--- config.mk ---
export PLATFORM = sky130hd
export DESIGN_NAME = vi_pipe_chain
export DESIGN_NICKNAME = d
export VERILOG_FILES = /design/src/rtl/vi_pkg.sv /design/src/rtl/vi_pipe_stage.sv /design/src/rtl/vi_pipe_chain.sv
export SDC_FILE = /design/constraint.sdc
export NUM_CORES = 1
export LEC_CHECK = 0
export CORE_AREA = 5 5 210 212
export CTS_BUF_LIST = sky130_fd_sc_hd__clkbuf_16
export DETAILED_ROUTE_END_ITERATION = 12
export DIE_AREA = 0 0 215 217
export GPL_TIMING_DRIVEN = 0
export PLACE_DENSITY = 0.79
export SLEW_MARGIN = 10
export SYNTH_ARGS = -nofsm -noshare
export SYNTH_HDL_FRONTEND = slang
export SYNTH_SLANG_ARGS = --single-unit
--- constraint.sdc ---
create_clock -name clk_i -period 4.47 [get_ports clk_i]
set_clock_uncertainty 0.1 [all_clocks]
set_input_delay 0.894 -clock clk_i [delete_from_list [all_inputs] [get_ports clk_i]]
set_output_delay 0.894 -clock clk_i [all_outputs]
set_load 0.01 [all_outputs]
--- src/rtl/vi_pkg.sv ---
// Shared constants, per-stage control record and hazard helper for the long-latency pipe chain.
package vi_pkg;

    localparam int XLEN       = 32;
    localparam int REG_ADDR_W = 5;

    typedef struct packed {
        logic                  valid;
        logic                  we;
        logic [REG_ADDR_W-1:0] addr;
        logic [XLEN-1:0]       instr;
        logic [XLEN-1:0]       pc;
    } pipe_ctrl_t;

    // A stage blocks a reader only if it is live, writes, and targets a non-zero register.
    function automatic logic addr_hit(input pipe_ctrl_t ctrl, input logic [REG_ADDR_W-1:0] query);
        return ctrl.valid & ctrl.we & (ctrl.addr == query) & (query != {REG_ADDR_W{1'b0}});
    endfunction

endpackage

--- src/rtl/vi_pipe_stage.sv ---
// One register stage of the pipe chain: clear beats load, load beats hold.
module vi_pipe_stage
    import vi_pkg::*;
#(
    parameter int DATA_W = 32
) (
    input  logic              clk,
    input  logic              rst_n,
    input  logic              load,
    input  logic              clear,
    input  pipe_ctrl_t        ctrl_d,
    input  logic [DATA_W-1:0] data_d,
    output pipe_ctrl_t        ctrl_q,
    output logic [DATA_W-1:0] data_q
);

    pipe_ctrl_t        ctrl_r;
    logic [DATA_W-1:0] data_r;

    // Stage register; a clear only kills valid/we, the payload is left as don't-care.
    always_ff @(posedge clk or negedge rst_n) begin
        if (!rst_n) begin
            ctrl_r <= '0;
            data_r <= {DATA_W{1'b0}};
        end else if (clear) begin
            ctrl_r.valid <= 1'b0;
            ctrl_r.we    <= 1'b0;
        end else if (load) begin
            ctrl_r <= ctrl_d;
            data_r <= data_d;
        end else begin
            ctrl_r <= ctrl_r;
            data_r <= data_r;
        end
    end

    assign ctrl_q = ctrl_r;
    assign data_q = data_r;

endmodule

--- src/rtl/vi_pipe_chain.sv ---
// Parametrised register chain for long-latency units with stall/flush, compute taps,
// pending-write hazard queries and an occupancy count.
module vi_pipe_chain #(
    parameter int DEPTH  = 5,
    parameter int DATA_W = 32,
    parameter int ADDR_W = 5,
    parameter int XLEN   = 32
) (
    input  logic                         clk_i,
    input  logic                         rsn_i,
    input  logic                         stall_i,
    input  logic                         flush_i,
    input  logic                         valid_i,
    input  logic [XLEN-1:0]              instr_i,
    input  logic [XLEN-1:0]              pc_i,
    input  logic [ADDR_W-1:0]            write_addr_i,
    input  logic                         write_enable_i,
    input  logic [DATA_W-1:0]            write_data_i,
    output logic [DEPTH*DATA_W-1:0]      stage_data_o,
    input  logic [DEPTH*DATA_W-1:0]      stage_result_i,
    input  logic [ADDR_W-1:0]            query_a_i,
    input  logic [ADDR_W-1:0]            query_b_i,
    output logic                         pending_a_o,
    output logic                         pending_b_o,
    output logic [$clog2(DEPTH+1)-1:0]   occupancy_o,
    output logic                         valid_o,
    output logic [XLEN-1:0]              instr_o,
    output logic [XLEN-1:0]              pc_o,
    output logic [ADDR_W-1:0]            write_addr_o,
    output logic                         write_enable_o,
    output logic [DATA_W-1:0]            write_data_o
);
    import vi_pkg::*;

    localparam int OCC_W = $clog2(DEPTH+1);

    pipe_ctrl_t        ctrl_q_s [DEPTH];
    logic [DATA_W-1:0] data_q_s [DEPTH];
    pipe_ctrl_t        issue_ctrl_s;
    logic              load_s;
    logic [OCC_W-1:0]  occ_s;
    logic              pend_a_s;
    logic              pend_b_s;
    logic              unused_result_s;

    assign load_s = ~stall_i;

    // Stage-0 control word; a bubble never carries a write enable.
    always_comb begin
        issue_ctrl_s       = '0;
        issue_ctrl_s.valid = valid_i;
        issue_ctrl_s.we    = write_enable_i & valid_i;
        issue_ctrl_s.addr  = write_addr_i;
        issue_ctrl_s.instr = instr_i;
        issue_ctrl_s.pc    = pc_i;
    end

    for (genvar k = 0; k < DEPTH; k++) begin : g_stage
        if (k == 0) begin : g_head
            vi_pipe_stage #(.DATA_W(DATA_W)) u_stage (
                .clk    (clk_i),
                .rst_n  (rsn_i),
                .load   (load_s),
                .clear  (flush_i),
                .ctrl_d (issue_ctrl_s),
                .data_d (write_data_i),
                .ctrl_q (ctrl_q_s[k]),
                .data_q (data_q_s[k])
            );
        end else begin : g_body
            // Control rides along unchanged; the payload comes from the previous stage's compute tap.
            vi_pipe_stage #(.DATA_W(DATA_W)) u_stage (
                .clk    (clk_i),
                .rst_n  (rsn_i),
                .load   (load_s),
                .clear  (flush_i),
                .ctrl_d (ctrl_q_s[k-1]),
                .data_d (stage_result_i[(k-1)*DATA_W +: DATA_W]),
                .ctrl_q (ctrl_q_s[k]),
                .data_q (data_q_s[k])
            );
        end
        assign stage_data_o[k*DATA_W +: DATA_W] = data_q_s[k];
    end

    // The last tap has no downstream stage to feed.
    assign unused_result_s = ^stage_result_i[DEPTH*DATA_W-1 -: DATA_W];

    // Pending-write search and live-stage count across every stage, output stage included.
    always_comb begin
        pend_a_s = 1'b0;
        pend_b_s = 1'b0;
        occ_s    = {OCC_W{1'b0}};
        for (int k = 0; k < DEPTH; k++) begin
            pend_a_s = pend_a_s | addr_hit(ctrl_q_s[k], query_a_i);
            pend_b_s = pend_b_s | addr_hit(ctrl_q_s[k], query_b_i);
            occ_s    = occ_s + OCC_W'(ctrl_q_s[k].valid);
        end
    end

    assign pending_a_o    = pend_a_s;
    assign pending_b_o    = pend_b_s;
    assign occupancy_o    = occ_s;

    assign valid_o        = ctrl_q_s[DEPTH-1].valid;
    assign instr_o        = ctrl_q_s[DEPTH-1].instr;
    assign pc_o           = ctrl_q_s[DEPTH-1].pc;
    assign write_addr_o   = ctrl_q_s[DEPTH-1].addr;
    assign write_data_o   = data_q_s[DEPTH-1];
    // Register zero is hard-wired, so a write to it is never presented to writeback.
    assign write_enable_o = ctrl_q_s[DEPTH-1].valid & ctrl_q_s[DEPTH-1].we &
                            (ctrl_q_s[DEPTH-1].addr != {ADDR_W{1'b0}});

endmodule
==> metrics.md, run 1 <==
| Metric | Value |
|---|---|
| Worst Tran Pin Value | 0.564 ns |
| Mux share of post-synthesis cell area | 0.279 |
| Area leader, netlist | dfrtp_1 |
| Initial antenna violation count | 2 |
| Max Cap Violations | 0 |
| GR Overflow Total | 0 |
| Max Slew Vio Count | 0 |
| Number of remaining DRC errors | 0 |
| Number of routed nets with antenna violations | 0 |
| Pwr per Cell Area | 515 nW/µm² |
| Crit path kind | reg -> out |
| Post-Synth Simple-Gate Area | 0.00961 |
| Complex-gate fraction of the synthesized area | 0.00272 |
| Asr flop ratio synth | 1.00 |
| H-Tree Depth | 2 |
| Clk slew on worst S/H paths | 0.06 ns |
| Crit end category | output pin |
| DR WL/cell | 19.6 µm |
| RSZ-0062 raised after global routing | false |
| Routing usage on met3 | 0.0703 |
| WP data arrival | 2.73 ns |
| WL final | 47.9 mm |
| Cells after Synth | 1293 |
| Synth Flop Type | dfrtp_1 |
| Synth Area in Adders | 0.00254 |
| Resized cells post-CTS | 0 |
| Synth Area in XOR/XNOR | 0.0212 |
| Detailed Place HPWL | 35.5 mm |
| # IOs | 545 |
| Hold Vio Cnt, Final | 0 |
| Sink Count | 515 |
| Leakage | 12.2 nW |
| CTS tree | yes |
| #FFs+latches synth | 515 |
| # setup viols final | 0 |
| Setup ws final | 0.748 ns |
| GRT Overall Usage | 0.206 |
| Yosys warnings | 0 |
| Row count | 75 |
| Status | complete, no violations |
| DRT Pass-1 Iters | 4 |
| Fin crit period | 3.72 ns |
| Post-synth top cells | dfrtp_1 (515), mux2_1 (450), buf_4 (128), mux2_2 (55), xor2_1 (30) |
| Die W | 215 µm |
| Vias in the first global route | 13500 |
| Top cell type's share of synthesized area | 0.622 |
| Worst Path Required | 3.48 ns |
| Synth top area cells | dfrtp_1 (62%), mux2_1 (24%), buf_4 (4.6%) |
| GR Util met2 | 0.357 |
| Largest family of logic cells by synthesized area | multiplexers |
| Setup WS pre-CTS | 0.896 ns |
| # hold bufs at CTS | 0 |
| Busiest grt layer | met2 |
| Mapped Area | 20700 µm² |
| Starting DRT DRC Count | 526 |
| Tcrit/Tclk final | 0.833 |
| Placer Congestion | 0.823 |
| Crit path launch type | flip-flop |
| Maximum vdd drop | 380 µV |
| Core Area | 41800 µm² |
| Post-CTS setup buffer count | 0 |
| Die area | 46700 µm² |
| Die H | 217 µm |
| Fmax | 269 MHz |
| Max clock buf depth | 3 |
| Total negative slack | 0 ns |
| HP Class | in -> async |
| Cell with the most instances after synthesis | dfrtp_1 |
| IO buf count | 502 |
| Share of post-route cells with drive strength above 1 | 0.157 |
| Layout area overhead | 36.1% |
| Global-route wire length before repair | 77.0 mm |
| Post-synth EDFFs | 0 |
| Largest net degree at the start of global routing | 114 |
| Number of library cell types mapped by synthesis | 27 |
| Largest fanout on the critical path | 5 |
| Slew headroom | 0.624 |
| Mapped Nets | 1573 |
| Worst-Skew Late Latency | 0.58 ns |
| Clk root buf | clkbuf_16 |
| Routed vias | 12200 |
| Initial Utilization | 0.496 |
| Nets@finish | 2135 |
| Vias per cell | 5.02 |
| Met1 Track Usage GR | 0.247 |
| CTS buffer count | 53 |
| Seq/Total Area, Yosys | 0.622 |
| Avg Cell Area, Syn | 16.0 µm² |
[state kept, by name (all words and copies together) (netlist names)]
name,count
g_stage.g_body.u_stage.ctrl_q,284
g_stage.g_body.u_stage.data_q,128
g_stage.g_head.u_stage.data_q,32
g_stage.g_head.u_stage.ctrl_q,71
[where the power goes]
group | switching [mW] | internal [mW]
combinational | 1.35 | 2.40
clock | 1.77 | 2.35
sequential | 0.719 | 5.91
total | 3.84 | 10.7
[metal layers]
| layer | vias up | part of all wire | wire, µm |
|---|---|---|---|
| li1 | 5550 | - | - |
| met1 | 6205 | 0.39 | 18700 |
| met2 | 397 | 0.50 | 24200 |
| met3 | 81 | 0.079 | 3800 |
| met4 | 0 | 0.026 | 1220 |
| met5 | - | 0 | 0 |
[through the flow]
| step | hold slack, ns | instances | instance area (µm²) | power [mW] | util |
|---|---|---|---|---|---|
| finish | 0.148 | 2438 | 28200 | 14.5 | 0.675 |
| CTS | 0.118 | 2436 | 28200 | 14.7 | 0.675 |
| detailed placement | 0.368 | 2339 | 26500 | 10.5 | 0.636 |
| global placement | 0.362 | 2334 | 26400 | 10.4 | 0.632 |
| global route | 0.138 | 2438 | 28200 | 15.3 | 0.675 |
| floorplan | 0.352 | 1293 | 20700 | 8.43 | - |
[cell type report]
| type | count | area, µm² |
|---|---|---|
| diodes | 2 | 5.00 |
| plain buffers | 168 | 1300 |
| clock buffers | 54 | 1350 |
| clock inverters | 43 | 275 |
| fillers | 2932 | 13600 |
| multi-input cells | 610 | 6510 |
| flip-flops and latches | 515 | 12900 |
| well taps | 539 | 674 |
| repair buffers | 507 | 5170 |
[cell families after synthesis]
logic type | after synthesis
simple gates | 36
buf+inv | 168
xor+xnor | 50
mux | 513
compound gates | 8
flops | 515
fa+ha+maj | 3
[worst paths after layout]
kind	startpoint	to	slack [ns]	depth (start not counted)
max in group asynchronous	rsn_i	g_stage[0].g_head.u_stage.data_q[15]$_DFFE_PN0P_	2.87	3
min in group clk_i	g_stage[3].g_body.u_stage.ctrl_q[37]$_DFFE_PN0P_	g_stage[3].g_body.u_stage.ctrl_q[37]$_DFFE_PN0P_	0.38	1
hold reg to reg	g_stage[3].g_body.u_stage.ctrl_q[37]$_DFFE_PN0P_	g_stage[3].g_body.u_stage.ctrl_q[37]$_DFFE_PN0P_	0.38	1
setup reg to reg	g_stage[4].g_body.u_stage.ctrl_q[67]$_DFFE_PN0P_	g_stage[4].g_body.u_stage.ctrl_q[67]$_DFFE_PN0P_	3.47	1
hold / removal	rsn_i	g_stage[2].g_body.u_stage.data_q[22]$_DFFE_PN0P_	0.15	1
setup / recovery	g_stage[3].g_body.u_stage.ctrl_q[70]$_DFFE_PN0P_	occupancy_o[1]	0.75	4
[critical path: stages (launching register included)]
cell and delay [ns]:
dfrtp_1 0.45, fa_1 0.52, fa_1 0.38, ha_1 0.28, clkdlybuf4s50_1 0.52
[layout by cell type, fill, tap and decap left out, drive strengths merged, types with 3 or more instances in the layout]
cell type | Yosys | routed
xnor2 | 20 | 20
mux2i | 8 | 8
clkbuf | 1 | 55
mux2 | 505 | 505
xor2 | 30 | 30
nor4 | 7 | 7
clkdlybuf4s50 | 0 | 501
nand4 | 10 | 10
clkinv | 0 | 24
dfrtp | 515 | 515
nor2 | 12 | 12
bufinv | 0 | 3
buf | 167 | 173
inv | 0 | 14
No activity file was read; power rests on OpenSTA's default activity.
==> run 2: changes to the inputs <==
--- a/config.mk
+++ b/config.mk
@@ -5,12 +5,12 @@
 export SDC_FILE = /design/constraint.sdc
 export NUM_CORES = 1
 export LEC_CHECK = 0
-export CORE_AREA = 5 5 210 212
+export CORE_MARGIN = 5
+export CORE_UTILIZATION = 49
 export CTS_BUF_LIST = sky130_fd_sc_hd__clkbuf_16
 export DETAILED_ROUTE_END_ITERATION = 12
-export DIE_AREA = 0 0 215 217
 export GPL_TIMING_DRIVEN = 0
-export PLACE_DENSITY = 0.79
+export PLACE_DENSITY = 0.78
 export SLEW_MARGIN = 10
 export SYNTH_ARGS = -nofsm -noshare
 export SYNTH_HDL_FRONTEND = slang
==> constraint.sdc (replaced) <==
create_clock -name clk_i -period 3.9 [get_ports clk_i]
set_clock_uncertainty 0.1 [all_clocks]
set_input_delay 0.78 -clock clk_i [delete_from_list [all_inputs] [get_ports clk_i]]
set_output_delay 0.78 -clock clk_i [all_outputs]
set_load 0.01 [all_outputs]
==> run 2 against run 1 <==
  * Global-route usage rose by 0.27 points
  * Cell count rose by 0.45%
  * Design area rose by 0.48%
==> metrics.md, run 2 (synthesis results as in run 1) <==
| Metric | Value |
|---|---|
| Status | complete, no violations |
| Number of remaining DRC errors | 0 (unchanged) |
| Pwr per Cell Area | 597 nW/µm² (+16%) |
| GRT Overall Usage | 0.209 (+0.00269) |
| Total negative slack | 0 ns (unchanged) |
| Met1 Track Usage GR | 0.244 (-0.00302) |
| H-Tree Depth | 2 (unchanged) |
| Global-route wire length before repair | 77.2 mm (+0.25%) |
| # setup viols final | 0 (unchanged) |
| CTS buffer count | 54 (+1.9%) |
| Fin Hold WS | 0.377 ns (+0.229 ns) |
| Vias in the first global route | 13800 (+1.6%) |
| Die area | 46500 µm² (-0.41%) |
| Hold Path Origin | g_stage[3].g_body.u_stage.ctrl_q[47]$_DFFE_PN0P_ |
| Clk root buf | clkbuf_16 |
| Die W | 216 µm (+0.26%) |
| IO buf count | 502 (unchanged) |
| Placer Congestion | 0.824 (+0.11%) |
| Largest net degree at the start of global routing | 115 (+0.88%) |
| Fin crit period | 3.61 ns |
| Reg-to-reg critical path endpoint | g_stage[1].g_body.u_stage.ctrl_q[66]$_DFFE_PN0P_ |
| Initial antenna violation count | 13 (+11) |
| Commonest non-fill, non-tap cell in the layout | dfrtp_1 |
| Hold Vio Cnt, Final | 0 (unchanged) |
| DRT Pass-1 Iters | 4 (unchanged) |
| DP Area | 26500 µm² (unchanged) |
| Pint | 12.5 mW (+17%) |
| Starting DRT DRC Count | 471 (-10%) |
| Core Area | 41900 µm² (+0.22%) |
| Routed vias | 12300 (+0.52%) |
| WP data arrival | 2.73 ns (about the same) |
| Worst hold path endpoint | g_stage[3].g_body.u_stage.ctrl_q[47]$_DFFE_PN0P_ |
| Util after Layout | 0.676 (+0.00171) |
| # IOs | 545 (unchanged) |
| RR Startpoint | g_stage[1].g_body.u_stage.ctrl_q[66]$_DFFE_PN0P_ |
| R2R setup slack | 2.91 ns (-0.56 ns) |
| Final Power | 16.9 mW (+16%) |
| Number of routed nets with antenna violations | 0 (unchanged) |
| Detailed Place HPWL | 35.9 mm (+1.3%) |
| Share of post-route cells with drive strength above 1 | 0.161 (+0.00388) |
| Resized cells post-CTS | 0 (unchanged) |
| WL final | 48.5 mm (+1.4%) |
| Clock Power Share | 0.295 (+0.011) |
| Sw Share | 0.262 (-0.00294) |
| Seq pwr share | 0.450 (-0.007) |
| Tcrit/Tclk final | 0.926 |
| Busiest grt layer | met2 |
| Layout area overhead | 36.8% |
| FF-to-FF path depth | 1 (unchanged) |
| Vias per cell | 5.02 (about the same) |
| Clk slew on worst S/H paths | 0.06 ns (about the same) |
| Max reg flops | 284 (unchanged) |
| DR WL/cell | 19.8 µm (+0.92%) |
| Final Instance Area | 28300 µm² (+0.48%) |
| Final cell count without fillers | 2449 (+0.45%) |
| Worst-Skew Late Latency | 0.58 ns (about the same) |
| Sink Count | 515 (unchanged) |
| Initial Utilization | 0.495 (-0.00111) |
| Largest fanout on the critical path | 5 (unchanged) |
| Routing usage on met3 | 0.0656 (-0.00473) |
| Hold Path Depth | 1 |
| Row count | 75 (unchanged) |
| Setup WS pre-CTS | 0.577 ns (-0.319 ns) |
| Post-CTS setup buffer count | 0 (unchanged) |
| Max clock buf depth | 3 (unchanged) |
| Crit path launch type | flip-flop |
| HP Class | reg -> reg |
| Fmax | 277 MHz |
| Leakage | 12.3 nW (+0.49%) |
| Die H | 216 µm (-0.67%) |
| Crit end category | output pin |
| Most frequent cells in the layout | dfrtp_1 (515), clkdlybuf4s50_1 (501), mux2_1 (450) |
| RSZ-0062 raised after global routing | false |
| Nets@finish | 2137 (+0.094%) |
| Worst Path Required | 3.02 ns (-0.46 ns) |
| Share of total power in combinational logic | 0.255 (-0.004) |
| GR Overflow Total | 0 (unchanged) |
| Max Slew Vio Count | 0 (unchanged) |
| Psw | 4.43 mW (+15%) |
| Placed Cells | 2339 (unchanged) |
| Max Cap Violations | 0 (unchanged) |
| Setup ws final | 0.290 ns (-0.458 ns) |
| Slew headroom | 0.615 (-0.00848) |
| Crit path kind | reg -> out |
| CTS tree | yes |
| Worst Tran Pin Value | 0.577 ns (+0.0127 ns) |
| GR Util met2 | 0.359 (+0.00246) |
| Maximum vdd drop | 391 µV (+2.9%) |
[run 2: cell types whose count changed in the layout (fill, tap and decap cells not counted), moves of 2 or more]
cell / before / now
diode_2: 2 / 9
clkinv_2: 8 / 13
bufinv_16: 3 / 6
inv_1: 13 / 10
clkinv_1: 15 / 13
clkinv_4: 0 / 2
clkinvlp_4: 2 / 0
[run 2: area by class of cell]
cell class                      instances  area [µm²]
Timing Repair Buffer                  508        5180
Fill cell                            2968       13500
Multi-Input combinational cell        610        6510
Antenna cell                            9        22.5
Buffer                                168        1300
Clock buffer                           55        1380
Tap cell                              539         674
Sequential cell                       515       12900
Clock inverter                         45         358
[run 2: worst max path at each step]
| stage | from | end | slack (ns) | cells past startpoint |
|---|---|---|---|---|
| after floorplan | query_b_i[4] | pending_b_o | 1.28 | 6 |
| after global placement | rsn_i | g_stage[4].g_body.u_stage.data_q[21]$_DFFE_PN0P_ | -20.02 | 1 |
| after detailed placement | query_b_i[4] | pending_b_o | 0.58 | 7 |
| after CTS | g_stage[3].g_body.u_stage.ctrl_q[70]$_DFFE_PN0P_ | occupancy_o[1] | 0.24 | 4 |
| after global routing | g_stage[3].g_body.u_stage.ctrl_q[70]$_DFFE_PN0P_ | occupancy_o[1] | 0.22 | 4 |
| final | g_stage[3].g_body.u_stage.ctrl_q[70]$_DFFE_PN0P_ | occupancy_o[1] | 0.29 | 4 |
[run 2: repair_timing]
action	4_1_cts	5_1_grt
hold buffers	1	0
endpoints found under the hold margin	39	0
endpoints found under the setup margin	0	0
[run 2: critical path, stage by stage, from the launching register on]
cell,delay (ns)
dfrtp_1,0.45
fa_1,0.52
fa_1,0.38
ha_1,0.28
clkdlybuf4s50_1,0.53
[run 2: routing by layer]
| metal | part of all wire | routed length (µm) | vias to the layer above |
|---|---|---|---|
| met2 | 0.50 | 24400 | 395 |
| met1 | 0.39 | 18800 | 6221 |
| met3 | 0.075 | 3620 | 106 |
| li1 | - | - | 5566 |
| met5 | 0.00097 | 47 | - |
| met4 | 0.036 | 1730 | 8 |
[run 2: power by group through the flow]
stage	registers (mW)	clock network (mW)	logic (mW)
floorplan	7.52	0	2.15
global placement	7.65	0	4.24
detailed placement	7.70	0	4.38
CTS	7.61	5.13	4.41
global route	7.79	5.36	4.66
finish	7.60	4.98	4.32
==> run 3: changes to the inputs <==
--- a/config.mk
+++ b/config.mk
@@ -5,12 +5,12 @@
 export SDC_FILE = /design/constraint.sdc
 export NUM_CORES = 1
 export LEC_CHECK = 0
-export CORE_MARGIN = 5
-export CORE_UTILIZATION = 49
+export CORE_AREA = 5 5 210 212
 export CTS_BUF_LIST = sky130_fd_sc_hd__clkbuf_16
 export DETAILED_ROUTE_END_ITERATION = 12
+export DIE_AREA = 0 0 215 217
 export GPL_TIMING_DRIVEN = 0
-export PLACE_DENSITY = 0.78
+export PLACE_DENSITY_LB_ADDON = 0.2
 export SLEW_MARGIN = 10
 export SYNTH_ARGS = -nofsm -noshare
 export SYNTH_HDL_FRONTEND = slang
==> constraint.sdc (replaced) <==
create_clock -name clk_i -period 4.55 [get_ports clk_i]
set_clock_uncertainty 0.1 [all_clocks]
set_input_delay 0.91 -clock clk_i [delete_from_list [all_inputs] [get_ports clk_i]]
set_output_delay 0.91 -clock clk_i [all_outputs]
set_load 0.01 [all_outputs]
==> run 3 against run 2 <==
  * Global-route usage fell by 0.50 points
  * Register-to-register slack better by 0.66 ns
  * Sequential power fell by 15%
  * Power decreased by 16%
  * Sequential cell count is the same
  * Utilization decreased by 0.25 points
  * Worst setup slack better by 0.50 ns
  * Sequential share of layout area up 0.27 points
  * Die area increased by 0.41%
  * Highest routed layer unchanged
==> metrics.md, run 3 (synthesis results as in run 1) <==
| Metric | Value |
|---|---|
| DRT Pass-1 Iters | 4 (unchanged) |
| Crit end category | output pin |
| Detailed Place HPWL | 35.3 mm (-1.8%) |
| Resized cells post-CTS | 0 (unchanged) |
| Pwr per Cell Area | 502 nW/µm² (-16%) |
| Placer Congestion | 0.827 (+0.38%) |
| Fmax | 266 MHz |
| Leakage | 12.2 nW (-0.54%) |
| Max Cap Violations | 0 (unchanged) |
| WL final | 47.5 mm (-2.1%) |
| Hold Vio Cnt, Final | 0 (unchanged) |
| Pint | 10.4 mW (-17%) |
| Largest fanout on the critical path | 5 (unchanged) |
| Slew headroom | 0.643 (+0.0279) |
| Final cell count without fillers | 2437 (-0.49%) |
| Tcrit/Tclk final | 0.826 |
| # IOs | 545 (unchanged) |
| Max Slew Vio Count | 0 (unchanged) |
| Placed Cells | 2339 (unchanged) |
| Clock Power Share | 0.280 (-0.015) |
| Seq pwr share | 0.459 (+0.009) |
| CTS tree | yes |
| # setup viols final | 0 (unchanged) |
| IO buf count | 502 (unchanged) |
| Share of total power in combinational logic | 0.261 (+0.006) |
| Nets@finish | 2136 (-0.047%) |
| Status | complete, no violations |
| Commonest non-fill, non-tap cell in the layout | dfrtp_1 |
| Final Power | 14.1 mW (-16%) |
| Routed vias | 12200 (-0.98%) |
| Global-route wire length before repair | 76.1 mm (-1.5%) |
| # hold bufs at CTS | 0 (-1) |
| Max reg flops | 284 (unchanged) |
| Crit path kind | reg -> out |
| Worst Tran Pin Value | 0.535 ns (-0.0418 ns) |
| GRT Overall Usage | 0.204 (-0.00498) |
| Initial Utilization | 0.496 (+0.00111) |
| Share of post-route cells with drive strength above 1 | 0.155 (-0.00590) |
| DR WL/cell | 19.5 µm (-1.6%) |
| Row count | 75 (unchanged) |
| Worst-Skew Late Latency | 0.59 ns (about the same) |
| Initial antenna violation count | 5 (-8) |
| Number of routed nets with antenna violations | 0 (unchanged) |
| Max clock buf depth | 3 (unchanged) |
| Crit path launch type | flip-flop |
| Sink Count | 515 (unchanged) |
| Vias per cell | 5.00 (-0.49%) |
| WP data arrival | 2.75 ns (+0.02 ns) |
| Fin crit period | 3.76 ns |
| Most frequent cells in the layout | dfrtp_1 (515), clkdlybuf4s50_1 (501), mux2_1 (450) |
| Die W | 215 µm (-0.26%) |
| Maximum vdd drop | 348 µV (-11%) |
| CTS buffer count | 54 (unchanged) |
| Layout area overhead | 35.9% |
| Die area | 46700 µm² (+0.41%) |
| Clk slew on worst S/H paths | 0.06 ns (about the same) |
| H-Tree Depth | 2 (unchanged) |
| Core Area | 41800 µm² (-0.22%) |
| Starting DRT DRC Count | 498 (+5.7%) |
| HP Class | in -> async |
| Largest net degree at the start of global routing | 107 (-7.0%) |
| Vias in the first global route | 13400 (-2.6%) |
| Post-CTS setup buffer count | 0 (unchanged) |
| Worst Path Required | 3.54 ns (+0.52 ns) |
| Total negative slack | 0 ns (unchanged) |
| RSZ-0062 raised after global routing | false |
| Die H | 217 µm (+0.67%) |
| Number of remaining DRC errors | 0 (unchanged) |
| Clk root buf | clkbuf_16 |
| Sw Share | 0.265 (+0.00296) |
| Psw | 3.75 mW (-15%) |
| GR Overflow Total | 0 (unchanged) |
-- run 3: cell count changes in the layout (fill, tap and decap cells not counted), sizes merged --
cell         previous run  this run
clkinv                 28        23
diode                   9         2
clkinvlp                0         1
bufinv                  6         1
inv                    11        16
dlygate4sd3             1         0
-- run 3: routing by layer --
metal | track usage | routed length, µm | vias to the layer above | share of wire
met2 | 0.353 | 23800 | 387 | 0.50
met4 | 0.0589 | 1190 | 6 | 0.025
met5 | 0 | 39 | - | 0.00082
met1 | 0.246 | 18700 | 6168 | 0.39
li1 | - | - | 5537 | -
met3 | 0.0670 | 3810 | 78 | 0.080
-- run 3: worst paths after layout --
| check | startpoint | to | slack, ns | cells after the start |
|---|---|---|---|---|
| hold reg to reg | g_stage[1].g_body.u_stage.ctrl_q[55]$_DFFE_PN0P_ | g_stage[2].g_body.u_stage.ctrl_q[55]$_DFFE_PN0P_ | 0.36 | 1 |
| setup / recovery | g_stage[3].g_body.u_stage.ctrl_q[70]$_DFFE_PN0P_ | occupancy_o[1] | 0.79 | 4 |
| hold / removal | rsn_i | g_stage[1].g_body.u_stage.data_q[18]$_DFFE_PN0P_ | 0.11 | 1 |
| min in group clk_i | g_stage[1].g_body.u_stage.ctrl_q[55]$_DFFE_PN0P_ | g_stage[2].g_body.u_stage.ctrl_q[55]$_DFFE_PN0P_ | 0.36 | 1 |
| setup reg to reg | g_stage[4].g_body.u_stage.ctrl_q[67]$_DFFE_PN0P_ | g_stage[4].g_body.u_stage.ctrl_q[67]$_DFFE_PN0P_ | 3.57 | 1 |
| max in group asynchronous | rsn_i | g_stage[3].g_body.u_stage.ctrl_q[69]$_DFFE_PN0P_ | 2.58 | 4 |
-- run 3: worst max-delay path, stage by stage (launching register included) --
cell,delay [ns]
dfrtp_1,0.46
fa_1,0.53
fa_1,0.38
ha_1,0.28
clkdlybuf4s50_1,0.52
-- run 3: cell type report --
cell class                      count  area [µm²]
Tap cell                          539         674
Timing Repair Buffer              507        5170
Sequential cell                   515       12900
Multi-Input combinational cell    610        6510
Antenna cell                        2        5.00
Clock buffer                       55        1380
Clock inverter                     41         216
Buffer                            168        1300
Fill cell                        3038       13600
-- run 3: per-stage QoR --
step | worst slack (ns) | hold slack, ns | cell area, µm² | util
after detailed placement | 0.966 | 0.370 | 26500 | 0.636
final | 0.793 | 0.108 | 28100 | 0.674
after global routing | 0.702 | 0.113 | 28100 | 0.674
after CTS | 0.733 | 0.0816 | 28100 | 0.674
after floorplan | 1.67 | 0.352 | 20700 | -
after global placement | -19.70 | 0.361 | 26400 | 0.632
-- run 3: power groups by stage --
stage                     clock (mW)  combinational, mW  sequential [mW]
after floorplan                    0               1.84             6.45
after global placement             0               3.64             6.55
after detailed placement           0               3.74             6.58
after CTS                       4.08               3.77             6.51
after global routing            4.29               3.99             6.66
final                           3.96               3.69             6.49
